[src/rtl/bs_pkg.sv]
// Shared bitstream constants, consume-source encoding and align-length helper.
// Used by the bit window reader and the exp-Golomb / CAVLC parsers.
// No logic of its own.
package bs_pkg;

    localparam int WORD_W  = 16;
    localparam int WIN_W   = 48;
    localparam int FILL_W  = 6;
    localparam int LEN_W   = 5;
    localparam int MAX_FWD = 16;

    typedef enum logic [1:0] {
        CONS_NONE  = 2'd0,
        CONS_FWD   = 2'd1,
        CONS_ALIGN = 2'd2
    } cons_src_t;

    // Bits needed to reach the next byte boundary: (8 - pos[2:0]) mod 8.
    function automatic logic [LEN_W-1:0] align_len(input logic [2:0] pos_lsb);
        logic [2:0] r;
        r = 3'd0 - pos_lsb;
        return {2'b00, r};
    endfunction

endpackage

[src/rtl/bs_window_shift.sv]
// Combinational shift-and-insert of the left-aligned bit window.
// Latency: none (pure combinational).
// Backpressure: none; caller guarantees len_i <= fill_i and push only when fill_i <= 32.
module bs_window_shift
    import bs_pkg::*;
(
    input  logic [WIN_W-1:0]  win_i,
    input  logic [FILL_W-1:0] fill_i,
    input  logic [LEN_W-1:0]  len_i,
    input  logic              push_i,
    input  logic [WORD_W-1:0] word_i,
    output logic [WIN_W-1:0]  win_o,
    output logic [FILL_W-1:0] fill_o
);

    logic [FILL_W-1:0] offset;
    logic [WIN_W-1:0]  shifted;
    logic [WIN_W-1:0]  inserted;
    logic [WIN_W-1:0]  keep_mask;
    logic [WIN_W-1:0]  word_top;

    always_comb begin
        offset   = fill_i - {1'b0, len_i};
        shifted  = win_i << len_i;
        word_top = {word_i, {(WIN_W-WORD_W){1'b0}}};
        inserted = '0;
        fill_o   = offset;
        if (push_i) begin
            // New word lands right after the last surviving bit.
            inserted = word_top >> offset;
            fill_o   = offset + FILL_W'(WORD_W);
        end
        // Everything past the fill level is forced to zero.
        keep_mask = ~({WIN_W{1'b1}} >> fill_o);
        win_o     = (shifted | inserted) & keep_mask;
    end

endmodule

[src/rtl/bitstream_reader.sv]
// Bit window reader: buffers 16-bit RBSP words, presents next 16 bits MSB-first.
// Latency: consume/push visible on bits_out/fill_cnt one cycle later.
// Backpressure: ao_next decoded from registered fill only (high while fill <= ACCEPT_MAX).
module bitstream_reader
    import bs_pkg::*;
#(
    parameter int POS_W      = 24,
    parameter int ACCEPT_MAX = 32
) (
    input  logic              clk,
    input  logic              reset_n,
    input  logic              ai_we,
    input  logic [15:0]       ai_data,
    output logic              ao_next,
    input  logic              flush,
    input  logic              fwd_en,
    input  logic [4:0]        fwd_len,
    input  logic              align_en,
    output logic [15:0]       bits_out,
    output logic              bits_valid,
    output logic [5:0]        fill_cnt,
    output logic              byte_aligned,
    output logic [POS_W-1:0]  bit_pos,
    output logic              under_err
);

    logic [WIN_W-1:0]  window_q, window_d;
    logic [FILL_W-1:0] fill_q, fill_d;
    logic [POS_W-1:0]  pos_q, pos_d;
    logic              err_q, err_d;

    cons_src_t         cons_src;
    logic [LEN_W-1:0]  len_req;
    logic [LEN_W-1:0]  len_eff;
    logic              refuse;
    logic              push;
    logic [WIN_W-1:0]  win_nxt;
    logic [FILL_W-1:0] fill_nxt;

    assign ao_next = (fill_q <= FILL_W'(ACCEPT_MAX));
    assign push    = ai_we && ao_next;

    always_comb begin
        cons_src = CONS_NONE;
        if (fwd_en) begin
            cons_src = CONS_FWD;
        end else if (align_en) begin
            cons_src = CONS_ALIGN;
        end

        case (cons_src)
            CONS_FWD:   len_req = fwd_len;
            CONS_ALIGN: len_req = align_len(pos_q[2:0]);
            default:    len_req = '0;
        endcase

        // Out-of-range lengths are refused the same way as an underrun.
        refuse  = ({1'b0, len_req} > fill_q) || (len_req > LEN_W'(MAX_FWD));
        len_eff = refuse ? '0 : len_req;
    end

    bs_window_shift u_shift (
        .win_i  (window_q),
        .fill_i (fill_q),
        .len_i  (len_eff),
        .push_i (push),
        .word_i (ai_data),
        .win_o  (win_nxt),
        .fill_o (fill_nxt)
    );

    always_comb begin
        window_d = win_nxt;
        fill_d   = fill_nxt;
        pos_d    = pos_q + POS_W'(len_eff);
        err_d    = refuse;
        // Flush wins over everything, including the word offered this cycle.
        if (flush) begin
            window_d = '0;
            fill_d   = '0;
            pos_d    = '0;
            err_d    = 1'b0;
        end
    end

    always_ff @(posedge clk or negedge reset_n) begin
        if (!reset_n) begin
            window_q <= '0;
            fill_q   <= '0;
            pos_q    <= '0;
            err_q    <= 1'b0;
        end else begin
            window_q <= window_d;
            fill_q   <= fill_d;
            pos_q    <= pos_d;
            err_q    <= err_d;
        end
    end

    assign bits_out     = window_q[WIN_W-1 -: WORD_W];
    assign bits_valid   = (fill_q >= FILL_W'(WORD_W));
    assign fill_cnt     = fill_q;
    assign byte_aligned = (pos_q[2:0] == 3'd0);
    assign bit_pos      = pos_q;
    assign under_err    = err_q;

endmodule

[config.mk]
export PLATFORM = sky130hd
export DESIGN_NAME = bitstream_reader
export DESIGN_NICKNAME = d
export VERILOG_FILES = /design/src/rtl/bs_pkg.sv /design/src/rtl/bs_window_shift.sv /design/src/rtl/bitstream_reader.sv
export SDC_FILE = /design/constraint.sdc
export NUM_CORES = 1
export LEC_CHECK = 0
export CAP_MARGIN = 20
export CORE_ASPECT_RATIO = 2
export CORE_UTILIZATION = 60
export CTS_BUF_LIST = sky130_fd_sc_hd__clkbuf_8
export CTS_CLUSTER_DIAMETER = 120
export DETAILED_ROUTE_END_ITERATION = 16
export PLACE_DENSITY_LB_ADDON = 0.12
export SYNTH_ARGS = -nofsm -noshare
export SYNTH_HDL_FRONTEND = slang
export SYNTH_SLANG_ARGS = --single-unit
export TNS_END_PERCENT = 5
[constraint.sdc]
create_clock -name clk -period 14.5 [get_ports clk]
set_clock_uncertainty 0.15 [all_clocks]
set_input_delay 2.175 -clock clk [delete_from_list [all_inputs] [get_ports clk]]
set_output_delay 2.175 -clock clk [all_outputs]
set_load 0.01 [all_outputs]
==> results_dict.tcl <==
set metrics [dict create \
    status "finished, final reports clean" \
    ys_ff_latch 79 \
    drc 0 \
    dieArea_um2 14500 \
    rsz0062_at_grt "false" \
    post-place-ws_ns 5.19 \
    ys_warn_count 0 \
    nFillCells 1170 \
    num_vias 9667 \
    first_pass_iters 6 \
    start_kind "input pin" \
    dieHeight_um 169 \
    wl_per_cell_um 27.4 \
    ant_nets 0 \
    cts_root_buffer "clkbuf_8" \
    syn_area_um2 8390 \
    synth_cells 1105 \
    dp_hpwl_um 25900 \
    layout_min_cycle_time_ns 8.91 \
    critPathTopFamily "simple AND/OR/NAND/NOR gates" \
    drt_iter0_markers 1565 \
    port-buffer-count 76 \
    worstPathArrival_ns 9.01 \
    dieWidth_um 85.6 \
    gp_congestion 1.08 \
    antenna_found_initial 0 \
    cts_tree "yes" \
    slowest_stage "nor2_1" \
    drv_cap 0 \
    max_stage_delay_ns 0.83 \
    syn_nets 1151 \
    finalWirelength_um 35100 \
    drt-vias-per-instance 7.55 \
    setup_viol 0 \
    pin_count 77 \
    tns_ns 0 \
    htree_levels 3 \
    area_delta_synth_final_pct 10.5 \
    clk_latency_ns 0.38 \
    clk_pin_slew_ns 0.09 \
    dr_wl_met3_um 3420 \
    clk_path_buf_depth 2 \
    cp_num_buf_inv 7 \
    hold_viol 0 \
    crit_required_ns 14.60 \
    grtUsageTotal_pct 48.9 \
    diodes 0 \
    slew_viol_final 0 \
    nNetsFinal 1166 \
    hold_path_class "flip-flop to flip-flop" \
    fin_ws_ns 5.59 \
    cts_made_buffers 9 \
    worstPathMaxFanout 53 \
    ctsHoldBuffers 0 \
    max_freq_ghz 0.112 \
    regArea_um2 1980 \
    row_count 60 \
    tightest_slew_ns 1.05 \
    core_um2 13500 \
    async_flop_share_pct 100 \
    synth_seq_area_share_pct 23.6 \
    grt_max_degree 77 \
    cp_common_cell "buf_4" \
    multi_input_area_um2 5810 \
    grt_pass1_wl_um 53300 \
    drive_above_1_share_pct 9.87 \
    synth_top_flop_cell "dfrtp_1" \
    path_class "input pin to flip-flop" \
    synth.distinct_cells 86 \
    utilization_pct 68.6 \
    finalCritPeriodShare_pct 61.4 \
    endpoint_kind "flip-flop" \
    cts_setup_buffers 0 \
    wl_met1_um 11600 \
    top_layer "met4" \
    synth-edff-count 0 \
    max-slew-margin-rel_pct 29.6 \
    cts_resized 0 \
    wl_met2_um 16300 \
    path_cells "clkdlybuf4s50_1 > nand3b_1 > nand2_2 > buf_4 > inv_1 > buf_4 > ha_1 > nor2b_1 > o21ai_1 > a211o_1 > buf_4 > nand2_2 > inv_2 > ha_1 > fa_1 > nand2b_1 > a21oi_1 > xnor2_2 > buf_4 > xnor2_2 > nor2_1 > a31oi_1 > nand3_1 > o21ai_0" \
    overflow 0 \
    grt_pass1_vias 9140 \
    cts_num_sinks 79 \
    syn_avg_cell_area_um2 7.59 \
    start_util_pct 62.1 \
]
==> tightest hold or removal path, cell delays in order (launching register included) <==
cell and delay, ns:
dfrtp_1 0.37, xor2_1 0.08, nor2_1 0.09
==> layout by cell type (no fill, tap or decap), drive strengths merged, types with 5 or more instances in the layout <==
master and instances:
nand2 146, a21oi 101, nor2 93, dfrtp 79
clkdlybuf4s50 74, o21ai 71, nor3 43, mux2i 37
nand3 34, o22ai 33, inv 29, buf 27
a211oi 26, a22oi 26, and3 24, a31oi 19
ha 17, o21a 16, xor2 14, xnor2 14
o32ai 14, a221oi 14, mux2 13, and2 12
clkbuf 12, nand4 11, a2bb2oi 11, a21o 8
o211ai 8, or3 7, a21boi 7, nor4 7
nor2b 6, mux4 5
==> worst paths after layout <==
kind | startpoint | end | slack (ns) | depth (start not counted)
setup / recovery | fwd_en | window_q[41] | 5.59 | 24
hold / removal | bit_pos[23] | bit_pos[23] | 0.43 | 2
setup reg to reg | bit_pos[0] | window_q[9] | 7.53 | 23
hold reg to reg | bit_pos[23] | bit_pos[23] | 0.43 | 2
max in group asynchronous | reset_n | window_q[19] | 11.98 | 3
min in group asynchronous | reset_n | window_q[41] | 1.43 | 1
==> stage by stage <==
stage | cells | hold slack, ns | cell area [um2]
3_3_place_gp | 1262 | 0.369 | 9030
6_report | 1280 | 0.426 | 9270
2_1_floorplan | 1105 | 0.417 | 8390
4_1_cts | 1278 | 0.430 | 9220
3_5_place_dp | 1262 | 0.409 | 9030
5_1_grt | 1280 | 0.453 | 9270
==> registers in the layout, summed over array words and instances, names as in the netlist <==
name	count
bit_pos	24
fill_cnt	6
under_err	1
window_q	48
==> layout make-up <==
cell class                      instances  area share (%)
Clock buffer                           11            1.63
Clock inverter                          5           0.418
Inverter                               29            1.20
Multi-Input combinational cell        899            62.7
Sequential cell                        79            21.3
Tap cell                              155            2.09
Timing Repair Buffer                  102            10.6
==> cell families (layout without fill, tap and decap cells) <==
kind of cell               count (synthesis)  after routing  synth area share, %
AOI/OAI and AO/OA                        396            396                 32.7
xor gates and xnor gates                  28             28                 3.10
DFF                                       79             79                 23.6
buffers and inverters                    127            147                 7.44
muxes                                     55             55                 7.50
and+or+nand+nor                          401            401                 22.7
adders and majority gates                 19             19                 3.01
==> cells in the mapped netlist (all sizes together) (27+ instances only) <==
cell type,instances,area (um2)
nand3,34,198
dfrtp,79,1980
inv,27,104
clkbuf,33,124
a21oi,101,517
buf,65,389
o21ai,71,359
o22ai,33,231
nor2,93,357
mux2i,37,370
nor3,43,225
nand2,146,558
==> layer usage <==
metal,track usage [%],vias up
met5,0,-
met4,40.9,0
met3,9.39,258
met2,79.4,804
met1,54.6,4456
li1,-,4149
Power is not shown: default switching activity piles up to over one toggle a cycle in this logic, so the estimate is an artifact.
==> variant, RTL diff (same settings) <==
Add an input register stage for `ai_we`, `ai_data`, `flush`, `fwd_en`, `fwd_len` and `align_en`, cleared by the reset; this delays them by one clock.
--- a/src/rtl/bitstream_reader.sv
+++ b/src/rtl/bitstream_reader.sv
@@ -24,6 +24,31 @@
     output logic              under_err
 );
 
+    logic ai_we_q;
+    logic [15:0] ai_data_q;
+    logic flush_q;
+    logic fwd_en_q;
+    logic [4:0] fwd_len_q;
+    logic align_en_q;
+
+    always_ff @(posedge clk or negedge reset_n) begin
+        if (!reset_n) begin
+            ai_we_q    <= '0;
+            ai_data_q  <= '0;
+            flush_q    <= '0;
+            fwd_en_q   <= '0;
+            fwd_len_q  <= '0;
+            align_en_q <= '0;
+        end else begin
+            ai_we_q    <= ai_we;
+            ai_data_q  <= ai_data;
+            flush_q    <= flush;
+            fwd_en_q   <= fwd_en;
+            fwd_len_q  <= fwd_len;
+            align_en_q <= align_en;
+        end
+    end
+
     logic [WIN_W-1:0]  window_q, window_d;
     logic [FILL_W-1:0] fill_q, fill_d;
     logic [POS_W-1:0]  pos_q, pos_d;
@@ -38,18 +63,18 @@
     logic [FILL_W-1:0] fill_nxt;
 
     assign ao_next = (fill_q <= FILL_W'(ACCEPT_MAX));
-    assign push    = ai_we && ao_next;
+    assign push    = ai_we_q && ao_next;
 
     always_comb begin
         cons_src = CONS_NONE;
-        if (fwd_en) begin
+        if (fwd_en_q) begin
             cons_src = CONS_FWD;
-        end else if (align_en) begin
+        end else if (align_en_q) begin
             cons_src = CONS_ALIGN;
         end
 
         case (cons_src)
-            CONS_FWD:   len_req = fwd_len;
+            CONS_FWD:   len_req = fwd_len_q;
             CONS_ALIGN: len_req = align_len(pos_q[2:0]);
             default:    len_req = '0;
         endcase
@@ -64,7 +89,7 @@
         .fill_i (fill_q),
         .len_i  (len_eff),
         .push_i (push),
-        .word_i (ai_data),
+        .word_i (ai_data_q),
         .win_o  (win_nxt),
         .fill_o (fill_nxt)
     );
@@ -75,7 +100,7 @@
         pos_d    = pos_q + POS_W'(len_eff);
         err_d    = refuse;
         // Flush wins over everything, including the word offered this cycle.
-        if (flush) begin
+        if (flush_q) begin
             window_d = '0;
             fill_d   = '0;
             pos_d    = '0;
Function: changed (Yosys sat finds a counterexample within 4 cycles, from zero or initial values and one cycle with reset_n low).
==> variant against the unedited design <==
- synthesized area grew 5.1%
- cell area grew 4.7%
- routed wire length grew 0.89%
- worst hold slack lost 6.4 ps
- sequential cell count grew 25
- worst setup slack gained 1200 ps
- global-route usage shrank 0.89 points
- critical path depth shrank 4
- cell count grew 1.5%
- register-to-register slack lost 700 ps
==> variant: results (changes against the unedited design) <==
stage	metric	value	unit	change
route	drt-vias-per-instance	7.23		-4.3%
cts	clkTransAtPathRegs	110	ps	+20 ps
route	dr_wl_met2	16700	um	+2.4%
critical_path	cp_top_family	buffers and inverters		
layout	seqCellArea	2600	sq um	+32%
route	drt_wl_total	35400	um	+0.89%
global_route	antenna_found_initial	3		+3
synthesis	synthDistinctLibCells	85		-1.2%
layout	clkCellAreaFrac	0.0211		+0.000621
critical_path	crit_fanout	45		-15%
placed_design	dp_slack	7270	ps	+2080 ps
critical_path	slowest_stage	xor2_2		
global_route	use_met1	0.517		-0.0294
route	drt-initial-drc-count	1029		-34%
critical_path	critPathMaxStageDelay	710	ps	-120 ps
layout	area_share_nonclk_buffers	0.0951		-0.0112
layout	num-multi-input-gates	864		-3.9%
global_route	grt_pass1_vias	9094		-0.50%
global_route	grt_pass1_wl	53500	um	+0.36%
placed_design	place_hpwl	25800	um	-0.29%
route	met1Wirelength	11600	um	+0.22%
critical_path	arrival	7850	ps	-1160 ps
outcome	status	complete, no violations		
placed_design	gp_congestion	1.07		-0.70%
layout	fillerInstances	1227		+4.9%
global_route	grt_use_met3	0.148		+0.0537
route	drtPass1Iterations	7		+1
route	dr.max_layer_used	met5		
layout	nFlopsAndLatches	104		+32%
variant: per-stage QoR:
step	util	total power (W)	hold slack (ps)	std cells	cell area (sq um)
floorplan	-	0.00183	417	1086	8810
global placement	0.662	0.00248	373	1283	9500
detailed placement	0.662	0.00249	392	1283	9500
CTS	0.677	0.00269	422	1299	9710
global route	0.677	0.00292	455	1299	9710
finish	0.677	0.00281	419	1299	9710
variant: final timing paths:
kind / to / startpoint / slack [ps]
worst max-delay path: window_q[14] / fwd_en_q / 6830
worst min-delay path: bit_pos[23] / bit_pos[23] / 420
worst max register to register: window_q[14] / fwd_en_q / 6830
worst min register to register: bit_pos[23] / bit_pos[23] / 420
max in group asynchronous: ai_data_q[10] / reset_n / 11420
min in group asynchronous: fwd_len_q[3] / reset_n / 1650
variant: logic make-up after synthesis:
| family | synth area share |
|---|---|
| mux | 0.0890 |
| xor+xnor | 0.0267 |
| buf+inv | 0.0669 |
| flops | 0.295 |
| compound gates | 0.289 |
| fa+ha+maj | 0.0287 |
| simple gates | 0.205 |
